$ cat config.mk
export PLATFORM = sky130hd
export DESIGN_NAME = mod_counter_ctrl
export DESIGN_NICKNAME = d
export VERILOG_FILES = /design/src/rtl/mod_ctrl_pkg.sv /design/src/rtl/mod_count_core.sv /design/src/rtl/mod_counter_ctrl.sv
export SDC_FILE = /design/constraint.sdc
export NUM_CORES = 1
export LEC_CHECK = 0
export BUFFER_PORTS_ARGS = -buffer_cell sky130_fd_sc_hd__buf_2
export CAP_MARGIN = 10
export CORE_MARGIN = 2
export CORE_UTILIZATION = 49
export DETAILED_ROUTE_END_ITERATION = 8
export HOLD_SLACK_MARGIN = 0.02
export MAX_ROUTING_LAYER = met4
export PLACE_DENSITY = 0.78
export SLEW_MARGIN = 15
export SYNTH_ARGS = -nofsm -noshare
export SYNTH_HDL_FRONTEND = slang
export SYNTH_SLANG_ARGS = --single-unit
$ cat constraint.sdc
create_clock -name clk -period 2.18 [get_ports clk]
set_input_delay 0.218 -clock clk [delete_from_list [all_inputs] [get_ports clk]]
set_output_delay 0.218 -clock clk [all_outputs]
set_load 0.05 [all_outputs]
$ cat src/rtl/mod_ctrl_pkg.sv
//------------------------------------------------------------------------------
// mod_ctrl_pkg : shared types, constants and helpers for the mod-M counter ctrl
// Revision: 1.0 - initial release
//------------------------------------------------------------------------------
`default_nettype none

package mod_ctrl_pkg;

   typedef enum logic [1:0] {
      ST_IDLE  = 2'd0,
      ST_RUN   = 2'd1,
      ST_PAUSE = 2'd2,
      ST_DONE  = 2'd3
   } state_t;

   localparam int C_WRAP_CNT_W = 8;

   // A modulus is usable when the counter can reach M-1 and M-1 >= 1.
   function automatic logic mod_is_legal(input int width, input int m);
      return (m >= 2) && (m <= (1 << width));
   endfunction

endpackage

`default_nettype wire

$ cat src/rtl/mod_count_core.sv
//------------------------------------------------------------------------------
// mod_count_core : clearable, enabled up-counter that wraps at mod-1
// Revision: 1.0 - initial release
//------------------------------------------------------------------------------
`default_nettype none

module mod_count_core #(
   parameter int WIDTH = 3
) (
   input  logic             clk,
   input  logic             rst_n,
   input  logic             clr,
   input  logic             en,
   input  logic [WIDTH:0]   mod,
   output logic [WIDTH-1:0] q,
   output logic             at_max
);

   logic [WIDTH-1:0] r_q;

   // Extra MSB lets mod = 2^WIDTH compare against an all-ones count.
   assign at_max = ({1'b0, r_q} == (mod - 1'b1));
   assign q      = r_q;

   always_ff @(posedge clk or negedge rst_n) begin
      if (!rst_n) begin
         r_q <= '0;
      end else if (clr) begin
         r_q <= '0;
      end else if (en) begin
         r_q <= at_max ? '0 : r_q + 1'b1;
      end
   end

endmodule

`default_nettype wire

$ cat src/rtl/mod_counter_ctrl.sv
//------------------------------------------------------------------------------
// mod_counter_ctrl : host-facing sequencer for a programmable mod-M counter
// Optional wrap counter output enabled by macro MOD_CTRL_WRAP_COUNT_EN.
// Revision: 1.0 - initial release
//------------------------------------------------------------------------------
`default_nettype none

module mod_counter_ctrl
   import mod_ctrl_pkg::*;
#(
   parameter int WIDTH       = 3,
   parameter int DEFAULT_MOD = 6
) (
   input  logic             clk,
   input  logic             rst_n,
   input  logic             cfg_valid,
   output logic             cfg_ready,
   input  logic [WIDTH:0]   cfg_mod,
   input  logic             cfg_oneshot,
   output logic             cfg_err,
   input  logic             start,
   input  logic             stop,
   output logic [WIDTH-1:0] q,
   output logic             tc,
   output logic             busy,
   output logic             done
`ifdef MOD_CTRL_WRAP_COUNT_EN
   ,
   output logic [C_WRAP_CNT_W-1:0] wrap_cnt
`endif
);

   state_t         r_state;
   logic [WIDTH:0] r_mod;
   logic           r_oneshot;
   logic           r_cfg_err;

   logic w_idle_or_done;
   logic w_xfer;
   logic w_legal;
   logic w_go;
   logic w_clr;
   logic w_en;
   logic w_at_max;

   assign w_idle_or_done = (r_state == ST_IDLE) || (r_state == ST_DONE);
   assign w_xfer         = cfg_valid && w_idle_or_done;
   assign w_legal        = mod_is_legal(WIDTH, int'(cfg_mod));
   assign w_go           = w_idle_or_done && start && !stop;

   // Counter is held at zero outside RUN/PAUSE; stop always wins over start.
   always_comb begin
      w_clr = 1'b0;
      w_en  = 1'b0;
      case (r_state)
         ST_IDLE, ST_DONE: w_clr = 1'b1;
         ST_RUN:           w_en  = !stop;
         ST_PAUSE:         w_clr = stop;
         default:          w_clr = 1'b1;
      endcase
   end

   mod_count_core #(
      .WIDTH (WIDTH)
   ) u_core (
      .clk    (clk),
      .rst_n  (rst_n),
      .clr    (w_clr),
      .en     (w_en),
      .mod    (r_mod),
      .q      (q),
      .at_max (w_at_max)
   );

   always_ff @(posedge clk or negedge rst_n) begin
      if (!rst_n) begin
         r_state   <= ST_IDLE;
         r_mod     <= (WIDTH+1)'(DEFAULT_MOD);
         r_oneshot <= 1'b0;
         r_cfg_err <= 1'b0;
      end else begin
         r_cfg_err <= w_xfer && !w_legal;
         if (w_xfer && w_legal) begin
            r_mod     <= cfg_mod;
            r_oneshot <= cfg_oneshot;
         end
         case (r_state)
            ST_IDLE, ST_DONE: begin
               if (w_go)        r_state <= ST_RUN;
               else if (w_xfer) r_state <= ST_IDLE;
            end
            ST_RUN: begin
               if (stop)                       r_state <= ST_PAUSE;
               else if (w_at_max && r_oneshot) r_state <= ST_DONE;
            end
            ST_PAUSE: begin
               if (stop)       r_state <= ST_IDLE;
               else if (start) r_state <= ST_RUN;
            end
            default: r_state <= ST_IDLE;
         endcase
      end
   end

   assign cfg_ready = w_idle_or_done;
   assign cfg_err   = r_cfg_err;
   assign tc        = (r_state == ST_RUN) && w_at_max;
   assign busy      = (r_state == ST_RUN) || (r_state == ST_PAUSE);
   assign done      = (r_state == ST_DONE);

`ifdef MOD_CTRL_WRAP_COUNT_EN
   logic [C_WRAP_CNT_W-1:0] r_wrap_cnt;

   always_ff @(posedge clk or negedge rst_n) begin
      if (!rst_n) begin
         r_wrap_cnt <= '0;
      end else if (w_go) begin
         r_wrap_cnt <= '0;
      end else if ((r_state == ST_RUN) && !stop && w_at_max && (r_wrap_cnt != '1)) begin
         r_wrap_cnt <= r_wrap_cnt + 1'b1;
      end
   end

   assign wrap_cnt = r_wrap_cnt;
`endif

endmodule

`default_nettype wire

==> results of run 1 <==
-- registers in the layout, indices dropped and copies added (netlist names) --
signal / count
r_mod: 4
u_core.q: 3
r_state: 2
cfg_err: 1
r_oneshot: 1
-- power by group --
group	internal (mW)	switching, mW	leakage, nW	total [mW]
clock	0.0709	0.0748	0.0150	0.146
sequential	0.295	0.0811	0.135	0.376
combinational	0.292	0.453	0.283	0.746
-- metal layers --
metal / vias up / part of all wire
li1: 295 / -
met1: 280 / 0.39
met2: 13 / 0.56
met3: 4 / 0.033
met4: 0 / 0.015
met5: - / 0
-- worst max path at each step --
stage	start	to	slack, ns	cells past startpoint
6_report	r_mod[1]	tc	0.09	6
5_1_grt	r_mod[1]	tc	-0.008	6
4_1_cts	r_mod[1]	tc	0.0003	6
3_5_place_dp	r_mod[1]	u_core.q[2]	0.17	7
3_3_place_gp	r_mod[1]	u_core.q[2]	0.23	7
2_1_floorplan	r_state[0]	r_state[0]	0.05	7
-- cell families (layout without fill, tap and decap cells) --
group	after synthesis	after routing	synth area share
simple gates	26	26	0.196
xor+xnor	4	4	0.0714
mux	5	5	0.0824
compound gates	13	13	0.114
flops	11	11	0.407
fa+ha+maj	5	5	0.0916
buf+inv	7	31	0.0385
-- Yosys cell counts, drive strengths merged (3+ instances only) --
master	number	area, sq um
nor2	10	37.5
dfrtp	9	225
inv	7	26.3
ha	5	62.6
mux2	5	56.3
o21ai	5	25.0
a21oi	4	20.0
nor3	4	25.0
nand2	3	11.3
nor2b	3	18.8
xor2	3	26.3
-- metrics by stage --
stage          total power [mW]  setup slack, ns  area (sq um)  hold slack (ns)  utilization
2_1_floorplan             0.924           0.0514           688          -0.0776            -
3_3_place_gp               1.05            0.234           800            0.100        0.614
3_5_place_dp               1.08            0.168           800            0.102        0.614
4_1_cts                    1.23         0.000310           838            0.175        0.644
5_1_grt                    1.37         -0.00755           855            0.180        0.657
6_report                   1.27           0.0906           855            0.177        0.657
-- worst max-delay path, stage by stage (launching register included) --
cell and delay, ns:
dfstp_2 0.55, inv_1 0.05, ha_1 0.28, xor2_1 0.19
nand3_2 0.13, nor3b_2 0.22, buf_6 0.18
-- cell type report --
type,count,area share
Clock buffer,4,0.0307
Inverter,7,0.0307
Multi-Input combinational cell,53,0.455
Sequential cell,11,0.325
Tap cell,15,0.0220
Timing Repair Buffer,20,0.136
-- what timing repair did --
item                                    CTS  global route
resized for setup                         1             2
endpoints found under the setup margin    1             1
pin swaps                                 0             2
setup buffers                             0             1
hold buffers                              1             0
hold endpoints to repair                  9             0
==> results.sh, run 1 <==
export IMPL_status="completed"
export IMPL_synth_edf_count=0
export IMPL_syn_num_nets=86
export IMPL_ir_drop_uv=970
export IMPL_nets=111
export IMPL_cts_max_level=1
export IMPL_wirelength_um=1400
export IMPL_p_leak_nw=0.433
export IMPL_port_buffers=17
export IMPL_clockBufferDepth=2
export IMPL_cp_start_kind="flop"
export IMPL_worstHoldStart="cfg_oneshot"
export IMPL_arrival_ns=1.87
export IMPL_grt_pass1_vias=580
export IMPL_grt_max_degree=12
export IMPL_max_slew_margin=0.757
export IMPL_n_fill_cell=120
export IMPL_reg2reg_from="r_state[0]"
export IMPL_multiInputGateArea_sq_um=389
export IMPL_holdPathEnd="r_oneshot"
export IMPL_rows=13
export IMPL_final_instance_count_excl_fill=110
export IMPL_syn_area_sq_um=683
export IMPL_clock_root_buffer="clkbuf_4"
export IMPL_grt_use_met2=0.391
export IMPL_synth_cells=71
export IMPL_grt_use_total=0.216
export IMPL_die_width_um=41.3
export IMPL_setup_viol=0
export IMPL_clock_sinks=11
export IMPL_post_route_period_util=0.958
export IMPL_r2r_cells=7
export IMPL_vias_per_cell=5.38
export IMPL_die_y_um=41.3
export IMPL_synthFlopType="dfrtp_1"
export IMPL_final_cell_mix="buf_2, nor2_1, dfrtp_1"
export IMPL_worst_pin_slew_ns=0.364
export IMPL_cp_required_ns=1.96
export IMPL_clk_pin_slew_ns=0.08
export IMPL_hold_viol=0
export IMPL_fin_tns_setup_ns=0
export IMPL_globalRouteOverflowTotal=0
export IMPL_pin_count=18
export IMPL_cts_tree="yes"
export IMPL_crit_fanout=3
export IMPL_fin_worst_skew_ns=0.00403
export IMPL_avgSynthCellArea_sq_um=9.62
export IMPL_ys_warn_count=0
export IMPL_reg2reg_to="r_state[0]"
export IMPL_remaining_drc_errors=0
export IMPL_hp_class="in2reg"
export IMPL_syn_to_final_growth_pct=25.1
export IMPL_coreArea_sq_um=1300
export IMPL_ant_nets=0
export IMPL_synthDistinctLibCells=24
export IMPL_endpoint_kind="output port"
export IMPL_finalCriticalPeriod_ns=2.09
export IMPL_regArea_sq_um=278
export IMPL_fmax_mhz=479
export IMPL_avgRoutedWirePerCell_um=12.7
export IMPL_r2r_setup_slack_ns=0.25
export IMPL_antenna_found_initial=0
export IMPL_clkLatencyLatePin_ns=0.27
export IMPL_maxCapViolCount=0
export IMPL_critPathKind="reg2out"
export IMPL_placed_cells=104
export IMPL_hold_depth=2
export IMPL_die_area_sq_um=1710
export IMPL_grt_pass1_wl_um=2330
export IMPL_dp_hpwl_um=1070
export IMPL_yosysSeqAreaShare=0.407
export IMPL_ys_ff_latch=11
export IMPL_grt_busiest_layer="met2"
export IMPL_n_antenna_cell=0
export IMPL_grtUsageMet3=0.0319
export IMPL_async_reset_ff_frac=1.00
export IMPL_mostFrequentLayoutCell="buf_2"
export IMPL_drive_above_1_share=0.337
export IMPL_numCtsBuffers=3
export IMPL_drt_iter0_markers=11
export IMPL_first_pass_iters=4
export IMPL_powerDensity_nw_per_um2=1480
export IMPL_vias=592
export IMPL_slew_violations=0
export IMPL_initial_core_util=0.525
export IMPL_place_gp_congestion=0.736
export IMPL_use_met1=0.232
Note: power is estimated with default switching activity, not from simulation.
==> run 2: changes to the inputs <==
CORE_UTILIZATION = 45   (was 49)
PLACE_DENSITY = 0.76   (was 0.78)
clock period = 1.7 ns   (was 2.18 ns; I/O delays follow)
==> results.sh, run 2 (synthesized netlist as in run 1, its figures left out) <==
export IMPL_status="complete, but fails checks"
export IMPL_violations="setup timing"
export IMPL_avgRoutedWirePerCell_um=11.7
export IMPL_setup_viol=6
export IMPL_cp_required_ns=1.53
export IMPL_nets=121
export IMPL_remaining_drc_errors=0
export IMPL_clk_pin_slew_ns=0.07
export IMPL_clkLatencyLatePin_ns=0.26
export IMPL_rsz0062_at_grt="true"
export IMPL_setup_ws_ns=-0.212
export IMPL_drive_above_1_share=0.467
export IMPL_vias=621
export IMPL_max_slew_margin=0.782
export IMPL_vias_per_cell=5.13
export IMPL_ir_drop_uv=818
export IMPL_antenna_found_initial=0
export IMPL_slew_violations=0
export IMPL_numCtsBuffers=3
export IMPL_n_fill_cell=131
export IMPL_cp_start_kind="flop"
export IMPL_grt_pass1_wl_um=2560
export IMPL_fin_worst_skew_ns=0.00425
export IMPL_post_place_ws_ns=-0.145
export IMPL_coreArea_sq_um=1470
export IMPL_multiInputGateArea_sq_um=445
export IMPL_fmax_mhz=523
export IMPL_clockBufferDepth=2
export IMPL_finalCriticalPeriod_ns=1.91
export IMPL_hold_viol=0
export IMPL_cts_max_level=1
export IMPL_r2r_cells=8
export IMPL_clock_root_buffer="clkbuf_4"
export IMPL_maxCapViolCount=0
export IMPL_die_y_um=43.0
export IMPL_grt_pass1_vias=594
export IMPL_dp_hpwl_um=1160
export IMPL_hp_class="in2reg"
export IMPL_globalRouteOverflowTotal=0
export IMPL_port_buffers=17
export IMPL_grt_max_degree=12
export IMPL_crit_fanout=2
export IMPL_registers_top_by_ff_count="r_mod"
export IMPL_final_cell_mix="buf_2, buf_4, nor2_1, dfrtp_1, inv_1"
export IMPL_first_pass_iters=3
export IMPL_place_gp_congestion=0.786
export IMPL_ant_nets=0
export IMPL_endpoint_kind="output port"
export IMPL_clock_sinks=11
export IMPL_die_area_sq_um=1850
export IMPL_p_leak_nw=0.494
export IMPL_powerDensity_nw_per_um2=1900
export IMPL_cts_tree="yes"
export IMPL_largest_reg_flops=4
export IMPL_regArea_sq_um=278
export IMPL_grt_use_total=0.196
export IMPL_hold_depth=2
export IMPL_critPathKind="reg2out"
export IMPL_fin_tns_setup_ns=-0.776
export IMPL_fin_util=0.673
export IMPL_worst_pin_slew_ns=0.326
export IMPL_drt_iter0_markers=4
export IMPL_initial_core_util=0.464
export IMPL_mostFrequentLayoutCell="buf_2"
export IMPL_arrival_ns=1.74
export IMPL_rows=14
export IMPL_wirelength_um=1420
export IMPL_pin_count=18
export IMPL_n_antenna_cell=0
export IMPL_syn_to_final_growth_pct=45.1
export IMPL_die_width_um=43.0
export IMPL_post_route_period_util=1.12
run 2: repair_timing:
action                     4_1_cts  5_1_grt
buffers inserted                 1        0
setup endpoints to repair        8        6
hold buffers                     1        0
hold endpoints to repair        11        0
pin swaps                        3        2
gates resized for setup          8        0
run 2: layout make-up:
cell class	count	share of cell area
multi-input combinational	53	0.449
sequential	11	0.280
timing repair buffer	30	0.197
clock buffer	4	0.0265
inverter	7	0.0265
tap	16	0.0202
run 2: routing by layer:
metal | vias up | track usage | part of all wire
li1 | 309 | - | -
met3 | 2 | 0.0255 | 0.037
met1 | 300 | 0.232 | 0.44
met4 | 0 | 0.109 | 0.014
met5 | - | - | 0
met2 | 10 | 0.321 | 0.51
run 2: worst paths after layout:
path / from / endpoint / slack (ns)
setup / recovery: r_mod[1] / tc / -0.21
hold / removal: cfg_oneshot / r_oneshot / 0.14
setup reg to reg: r_mod[1] / u_core.q[2] / -0.15
hold reg to reg: r_oneshot / r_oneshot / 0.55
max in group asynchronous: rst_n / r_mod[2] / 1.13
min in group asynchronous: rst_n / r_state[0] / 0.30
run 2: through the flow:
step	power [mW]	hold WS [ns]	area (sq um)	instances
5_1_grt	2.04	0.139	991	121
2_1_floorplan	1.28	-0.126	719	71
3_5_place_dp	1.61	0.0555	907	115
3_3_place_gp	1.57	0.0552	907	115
6_report	1.88	0.140	991	121
4_1_cts	1.90	0.130	991	121
run 2: where the power goes:
group	internal, mW	leakage (nW)	total (mW)	switching, mW
sequential	0.378	0.135	0.468	0.0904
clock	0.0906	0.0150	0.171	0.0804
combinational	0.555	0.344	1.24	0.689
run 2: critical path, stage by stage (launching register included):
cell and delay, ns:
dfstp_2 0.54, inv_2 0.04, ha_4 0.26, xor2_2 0.15, nand3_2 0.11, nor3b_4 0.19
buf_6 0.18
